`config.mk`:
```
export PLATFORM = sky130hd
export DESIGN_NAME = icon_tx_arbiter
export DESIGN_NICKNAME = d
export VERILOG_FILES = /design/src/rtl/icon_tx_arbiter.sv
export SDC_FILE = /design/constraint.sdc
export NUM_CORES = 1
export LEC_CHECK = 0
export BUFFER_PORTS_ARGS = -buffer_cell sky130_fd_sc_hd__buf_2
export CORE_ASPECT_RATIO = 1.5
export CORE_MARGIN = 1.5
export CORE_UTILIZATION = 40
export CTS_CLUSTER_DIAMETER = 50
export DETAILED_ROUTE_END_ITERATION = 7
export PLACE_DENSITY = 0.76
export SLEW_MARGIN = 0
export SYNTH_ARGS = -nofsm -noshare
export SYNTH_HDL_FRONTEND = slang
export SYNTH_SLANG_ARGS = --single-unit
```
`constraint.sdc`:
```
create_clock -name i_clk -period 4.75 [get_ports i_clk]
set_input_delay 0.2375 -clock i_clk [delete_from_list [all_inputs] [get_ports i_clk]]
set_output_delay 0.2375 -clock i_clk [all_outputs]
set_load 0.05 [all_outputs]
```
`src/rtl/icon_tx_arbiter.sv`:
```
`default_nettype none
// ============================================================================
//  Module      : pkg_dtypes / icon_tx_arbiter
//  Description : Channel types for the interconnect transmit/receive paths,
//                and a round-robin arbiter that shares one interconnect
//                transmit channel between NUM_REQ requesters. The winner's
//                payload and opx bit are registered onto the shared channel
//                and held until the interconnect returns success. That
//                success is then routed back to the granted requester.
//  Ports       :
//    i_clk        in   clock, all state updates on rising edge
//    i_reset      in   synchronous active-high reset
//    i_req_tx     in   per-requester addr/data/valid
//    i_req_opx    in   per-requester destination operand select
//    o_req_rx     out  per-requester success return (combinational)
//    o_icon_tx    out  shared channel payload (registered)
//    o_icon_opx   out  shared channel opx (registered)
//    i_icon_rx    in   success from the interconnect
//    o_grant_idx  out  index of current holder (registered)
//    o_busy       out  high while a transfer is held
//  Revision    : 1.0 - initial release
// ============================================================================

package pkg_dtypes;

  typedef struct packed {
    logic [3:0] euidx;
    logic [3:0] regidx;
  } type_icon_addr;

  typedef struct packed {
    type_icon_addr addr;
    logic [31:0]   data;
    logic          valid;
  } type_icon_tx_channel;

  typedef struct packed {
    logic success;
  } type_icon_rx_channel;

endpackage

module icon_tx_arbiter #(
  parameter int NUM_REQ      = 4,
  parameter int LOG2_NUM_REQ = $clog2(NUM_REQ)
) (
  input  logic                                           i_clk,
  input  logic                                           i_reset,
  input  pkg_dtypes::type_icon_tx_channel [NUM_REQ-1:0]  i_req_tx,
  input  logic [NUM_REQ-1:0]                             i_req_opx,
  output pkg_dtypes::type_icon_rx_channel [NUM_REQ-1:0]  o_req_rx,
  output pkg_dtypes::type_icon_tx_channel                o_icon_tx,
  output logic                                           o_icon_opx,
  input  pkg_dtypes::type_icon_rx_channel                i_icon_rx,
  output logic [LOG2_NUM_REQ-1:0]                        o_grant_idx,
  output logic                                           o_busy
);

  localparam logic [LOG2_NUM_REQ:0]   c_num_req = (LOG2_NUM_REQ+1)'(NUM_REQ);
  localparam logic [LOG2_NUM_REQ-1:0] c_last    = LOG2_NUM_REQ'(NUM_REQ-1);

  typedef enum logic [0:0] {
    ST_IDLE = 1'b0,
    ST_HOLD = 1'b1
  } t_state;

  t_state                          r_state;
  t_state                          w_nxt_state;
  logic [LOG2_NUM_REQ-1:0]         r_rr_ptr;
  logic [LOG2_NUM_REQ-1:0]         w_nxt_rr;
  pkg_dtypes::type_icon_tx_channel r_tx;
  pkg_dtypes::type_icon_tx_channel w_nxt_tx;
  logic                            r_opx;
  logic                            w_nxt_opx;
  logic [LOG2_NUM_REQ-1:0]         r_grant_idx;
  logic [LOG2_NUM_REQ-1:0]         w_nxt_grant;

  logic [NUM_REQ-1:0]              w_req_valid;
  logic [NUM_REQ-1:0]              w_excl;
  logic [LOG2_NUM_REQ-1:0]         w_grant_next;
  logic [LOG2_NUM_REQ:0]           w_sel_idle;
  logic [LOG2_NUM_REQ:0]           w_sel_next;
  logic                            w_success;
  logic                            w_pick_en;
  logic [LOG2_NUM_REQ-1:0]         w_pick_idx;

  // Returns {found, index} of the first set bit of i_valid, scanning from
  // i_start upward with wrap at NUM_REQ (not at a power of two).
  function automatic logic [LOG2_NUM_REQ:0] f_select(
    input logic [NUM_REQ-1:0]      i_valid,
    input logic [LOG2_NUM_REQ-1:0] i_start
  );
    logic                    found;
    logic [LOG2_NUM_REQ-1:0] sel;
    logic [LOG2_NUM_REQ:0]   idx;
    found = 1'b0;
    sel   = '0;
    for (int i = 0; i < NUM_REQ; i++) begin
      idx = {1'b0, i_start} + (LOG2_NUM_REQ+1)'(i);
      if (idx >= c_num_req) begin
        idx = idx - c_num_req;
      end
      if (!found && i_valid[idx[LOG2_NUM_REQ-1:0]]) begin
        found = 1'b1;
        sel   = idx[LOG2_NUM_REQ-1:0];
      end
    end
    return {found, sel};
  endfunction

  generate
    for (genvar gi = 0; gi < NUM_REQ; gi++) begin : g_req
      assign w_req_valid[gi]      = i_req_tx[gi].valid;
      assign w_excl[gi]           = (r_grant_idx == LOG2_NUM_REQ'(gi));
      assign o_req_rx[gi].success = w_success && (r_grant_idx == LOG2_NUM_REQ'(gi));
    end
  endgenerate

  // Success only counts while a transfer is held, and never in a reset cycle.
  assign w_success    = (r_state == ST_HOLD) && i_icon_rx.success && !i_reset;
  assign w_grant_next = (r_grant_idx == c_last) ? '0 : r_grant_idx + 1'b1;

  // Fresh search from the pointer (IDLE) and the back-to-back search that
  // starts just past the holder and skips it (HOLD with success).
  assign w_sel_idle = f_select(w_req_valid, r_rr_ptr);
  assign w_sel_next = f_select(w_req_valid & ~w_excl, w_grant_next);

  always_comb begin
    w_nxt_state = r_state;
    w_nxt_rr    = r_rr_ptr;
    w_nxt_tx    = r_tx;
    w_nxt_opx   = r_opx;
    w_nxt_grant = r_grant_idx;
    w_pick_en   = 1'b0;
    w_pick_idx  = '0;

    case (r_state)
      ST_IDLE: begin
        if (w_sel_idle[LOG2_NUM_REQ]) begin
          w_pick_en  = 1'b1;
          w_pick_idx = w_sel_idle[LOG2_NUM_REQ-1:0];
        end
      end
      ST_HOLD: begin
        if (w_success) begin
          w_nxt_rr = w_grant_next;
          if (w_sel_next[LOG2_NUM_REQ]) begin
            w_pick_en  = 1'b1;
            w_pick_idx = w_sel_next[LOG2_NUM_REQ-1:0];
          end else begin
            w_nxt_tx.valid = 1'b0;
            w_nxt_state    = ST_IDLE;
          end
        end else if (!w_req_valid[r_grant_idx]) begin
          // Holder withdrew before completion: drop the transfer silently.
          w_nxt_rr       = w_grant_next;
          w_nxt_tx.valid = 1'b0;
          w_nxt_state    = ST_IDLE;
        end
      end
      default: begin
        w_nxt_state = ST_IDLE;
      end
    endcase

    if (w_pick_en) begin
      w_nxt_tx       = i_req_tx[w_pick_idx];
      w_nxt_tx.valid = 1'b1;
      w_nxt_opx      = i_req_opx[w_pick_idx];
      w_nxt_grant    = w_pick_idx;
      w_nxt_state    = ST_HOLD;
    end
  end

  always_ff @(posedge i_clk) begin
    if (i_reset) begin
      r_state     <= ST_IDLE;
      r_rr_ptr    <= '0;
      r_tx        <= '0;
      r_opx       <= 1'b0;
      r_grant_idx <= '0;
    end else begin
      r_state     <= w_nxt_state;
      r_rr_ptr    <= w_nxt_rr;
      r_tx        <= w_nxt_tx;
      r_opx       <= w_nxt_opx;
      r_grant_idx <= w_nxt_grant;
    end
  end

  assign o_icon_tx   = r_tx;
  assign o_icon_opx  = r_opx;
  assign o_grant_idx = r_grant_idx;
  assign o_busy      = (r_state == ST_HOLD);

endmodule

`default_nettype wire

```
==> impl_metrics.ini <==
[floorplan]
coreArea_sq_mm = 0.00878
die_h_um = 119
die_area_sq_mm = 0.00960
row_count = 42
initial_core_util = 0.410
ioPinCount = 220
die_w_um = 80.5

[power]
p_sw_w = 0.000743
p_per_area_mw_per_mm2 = 357
p_leak_nw = 2.48
comb_power_share = 0.479
peakVddDrop_uv = 210
sequentialPowerShare = 0.288
switching_share = 0.427
intPower_w = 0.000999
p_clk_frac = 0.233

[route]
vias = 3961
antenna_left = 0
dr.pass1.iters = 4
viasPerCell = 5.67
drt-total-wl_mm = 11.7
first_iter_violations = 258
route.detailed.drc = 0
wire_per_inst_um = 16.7

[placed_design]
place_congestion = 0.835
dpl.hpwl_mm = 8.91
portBuffers = 219
place_area_sq_mm = 0.00471

[clock_network]
postCtsHoldBufs = 0
cts_resized = 0
clock-sinks = 47
cts_setup_buffers = 0
numCtsBuffers = 5
cts_max_level = 2
cts_buffer_depth = 2
clk_latency_ns = 0.29
clk_pin_slew_ns = 0.07
clock-root-buffer = clkbuf_16
cts_tree = built

[timing]
slew_headroom = 0.400
min_period_over_period = 0.748
final_max_slew_viol_count = 0
layout_min_cycle_time_ns = 3.55
finalHoldWorstSlack_ns = 0.261
hold_violations = 0
rsz0062_at_grt = no
timing.fmax_mhz = 281
setup_tns_ns = 0
worstMarginPinSlew_ns = 0.901
setup_viol = 0
clock_skew_ns = 0.00815

[yosys]
synth_cells = 396
ys_ff_latch = 47
synth-edff-count = 0
yosysSeqAreaShare = 0.261
synthesis.nets = 571
synth_flop_cell = dfxtp_1
ys.warnings.count = 0
async_flop_share = 0
syn_avg_cell_area_sq_um = 9.10
mappedNetlistArea_sq_mm = 0.00360
yosysUniqueCellTypes = 51

[cells_and_area]
stdcell_area_sq_mm = 0.00488
final_net_count = 763
drive_above_1_share = 0.447
antenna-diode-count = 0
syn_to_final_growth_pct = 35.5

[global_routing]
first_global_vias = 3944
antenna_found_initial = 0
grt_overflow = 0
grt_pass1_wl_mm = 18.6
grt.total_usage = 0.244
grt_max_degree = 61

[critical_path]
r2r_setup_slack_ns = 1.20
worst_path_max_delay_cell = ha_1
crit_family = compound AO/OA/AOI/OAI gates
cp_num_buf_inv = 2
cp-end-kind = flop
start_kind = flop
cpPeakStageDelay_ns = 0.52
crit_fanout = 23
path_class = reg2reg
cp.arrival_ns = 3.69
crit_chain = inv_1, ha_1, or4b_1, a221oi_2, o21ai_1, a211o_1, buf_4, and3_4, a2111oi_0
required_ns = 4.89

[min_path]
holdCritPathClass = in2reg

[job]
cap_violations = 0

[run_status]
outcome = complete, no violations
[through the flow]
step,instances,setup slack [ns],utilization,total power (W)
2_1_floorplan,396,1.18,-,0.00113
3_3_place_gp,691,1.46,0.537,0.00133
3_5_place_dp,691,1.28,0.537,0.00134
4_1_cts,699,1.26,0.556,0.00175
5_1_grt,699,0.920,0.556,0.00182
6_report,699,1.20,0.556,0.00174
[synth_stat cells (2+ instances only)]
cell type / number / area share
mux2i_1: 63 / 0.18
dfxtp_1: 47 / 0.26
nor2_1: 30 / 0.031
inv_1: 27 / 0.028
clkbuf_1: 25 / 0.026
a211oi_1: 24 / 0.050
a221oi_1: 24 / 0.058
nand3b_1: 22 / 0.046
a2111oi_1: 14 / 0.039
o221ai_2: 10 / 0.042
o221ai_1: 9 / 0.022
a21oi_1: 8 / 0.011
nand2_1: 8 / 0.0083
buf_2: 7 / 0.0097
buf_6: 6 / 0.019
nor2b_1: 6 / 0.010
a2111oi_2: 5 / 0.021
and2_1: 5 / 0.0087
buf_4: 4 / 0.0083
ha_1: 4 / 0.014
nand2b_1: 4 / 0.0069
o21ai_0: 4 / 0.0056
a2111oi_0: 3 / 0.0073
nor3_1: 3 / 0.0042
nor4b_1: 3 / 0.0073
a211o_1: 2 / 0.0049
a21o_1: 2 / 0.0042
a31oi_1: 2 / 0.0035
o22ai_1: 2 / 0.0035
or3b_2: 2 / 0.0049
[layer usage]
| layer | track usage | share of wire | vias up |
|---|---|---|---|
| li1 | - | - | 1922 |
| met1 | 0.297 | 0.39 | 1851 |
| met2 | 0.425 | 0.53 | 163 |
| met3 | 0.0429 | 0.063 | 25 |
| met4 | 0.0797 | 0.019 | 0 |
| met5 | 0 | 0 | - |
[power by group through the flow]
stage | combinational, W | sequential [W] | clock [W]
2_1_floorplan | 0.000406 | 0.000723 | 0
3_3_place_gp | 0.000822 | 0.000509 | 0
3_5_place_dp | 0.000836 | 0.000509 | 0
4_1_cts | 0.000838 | 0.000501 | 0.000410
5_1_grt | 0.000892 | 0.000508 | 0.000424
6_report | 0.000835 | 0.000502 | 0.000405
[cells by family (layout without fill, tap and decap cells)]
group | Yosys count | count (layout) | share of synthesized area
compound gates | 121 | 121 | 0.303
xor+xnor | 1 | 1 | 0.00243
fa+ha+maj | 4 | 4 | 0.0139
buf+inv | 69 | 262 | 0.0910
flops | 47 | 47 | 0.261
mux | 64 | 64 | 0.181
simple gates | 90 | 90 | 0.148
[state kept, by name, summed over array words and instances, names as in the netlist]
signal and flops:
o_busy 1, o_icon_tx 41, o_icon_opx 1, r_rr_ptr 2
o_grant_idx 2
[worst register-to-register path, stage by stage, from the launching register on]
cell       delay (ns)
dfxtp_1          0.43
inv_1            0.09
ha_1             0.52
or4b_1           0.49
a221oi_2         0.25
o21ai_1          0.10
a211o_1          0.49
buf_4            0.30
and3_4           0.26
a2111oi_0        0.47
[cell type report]
type,count,area [sq um]
inverter,27,101
timing repair buffer,227,1170
fill,829,3890
multi-input combinational,280,2360
tap,110,138
sequential,47,941
clock inverter,3,46.3
clock buffer,5,125
[cell usage in the layout (no fill, tap or decap), drive strengths merged, types with 2 or more instances in the layout]
cell     instances
a211oi          24
o21ai            5
a21o             2
o22ai            3
and2             5
or4b             2
a31oi            2
nor3             3
dfxtp           47
clkbuf           5
inv             28
a21oi            8
nand3b          22
buf            227
or3b             2
a221oi          25
nand2b           4
a2111oi         22
nor2            30
nor2b            6
a211o            2
o221ai          19
nand2            8
ha               4
nor4b            3
mux2i           63
[path summary, 6_finish.rpt]
| path | start | to | cells past startpoint |
|---|---|---|---|
| max | o_grant_idx[1] | o_icon_tx[38] | 9 |
| min | i_req_tx[141] | o_icon_tx[18] | 3 |
| max reg2reg | o_grant_idx[1] | o_icon_tx[38] | 9 |
| min reg2reg | o_icon_tx[0] | o_icon_tx[0] | 2 |
Note: power is estimated with default switching activity, not from simulation.
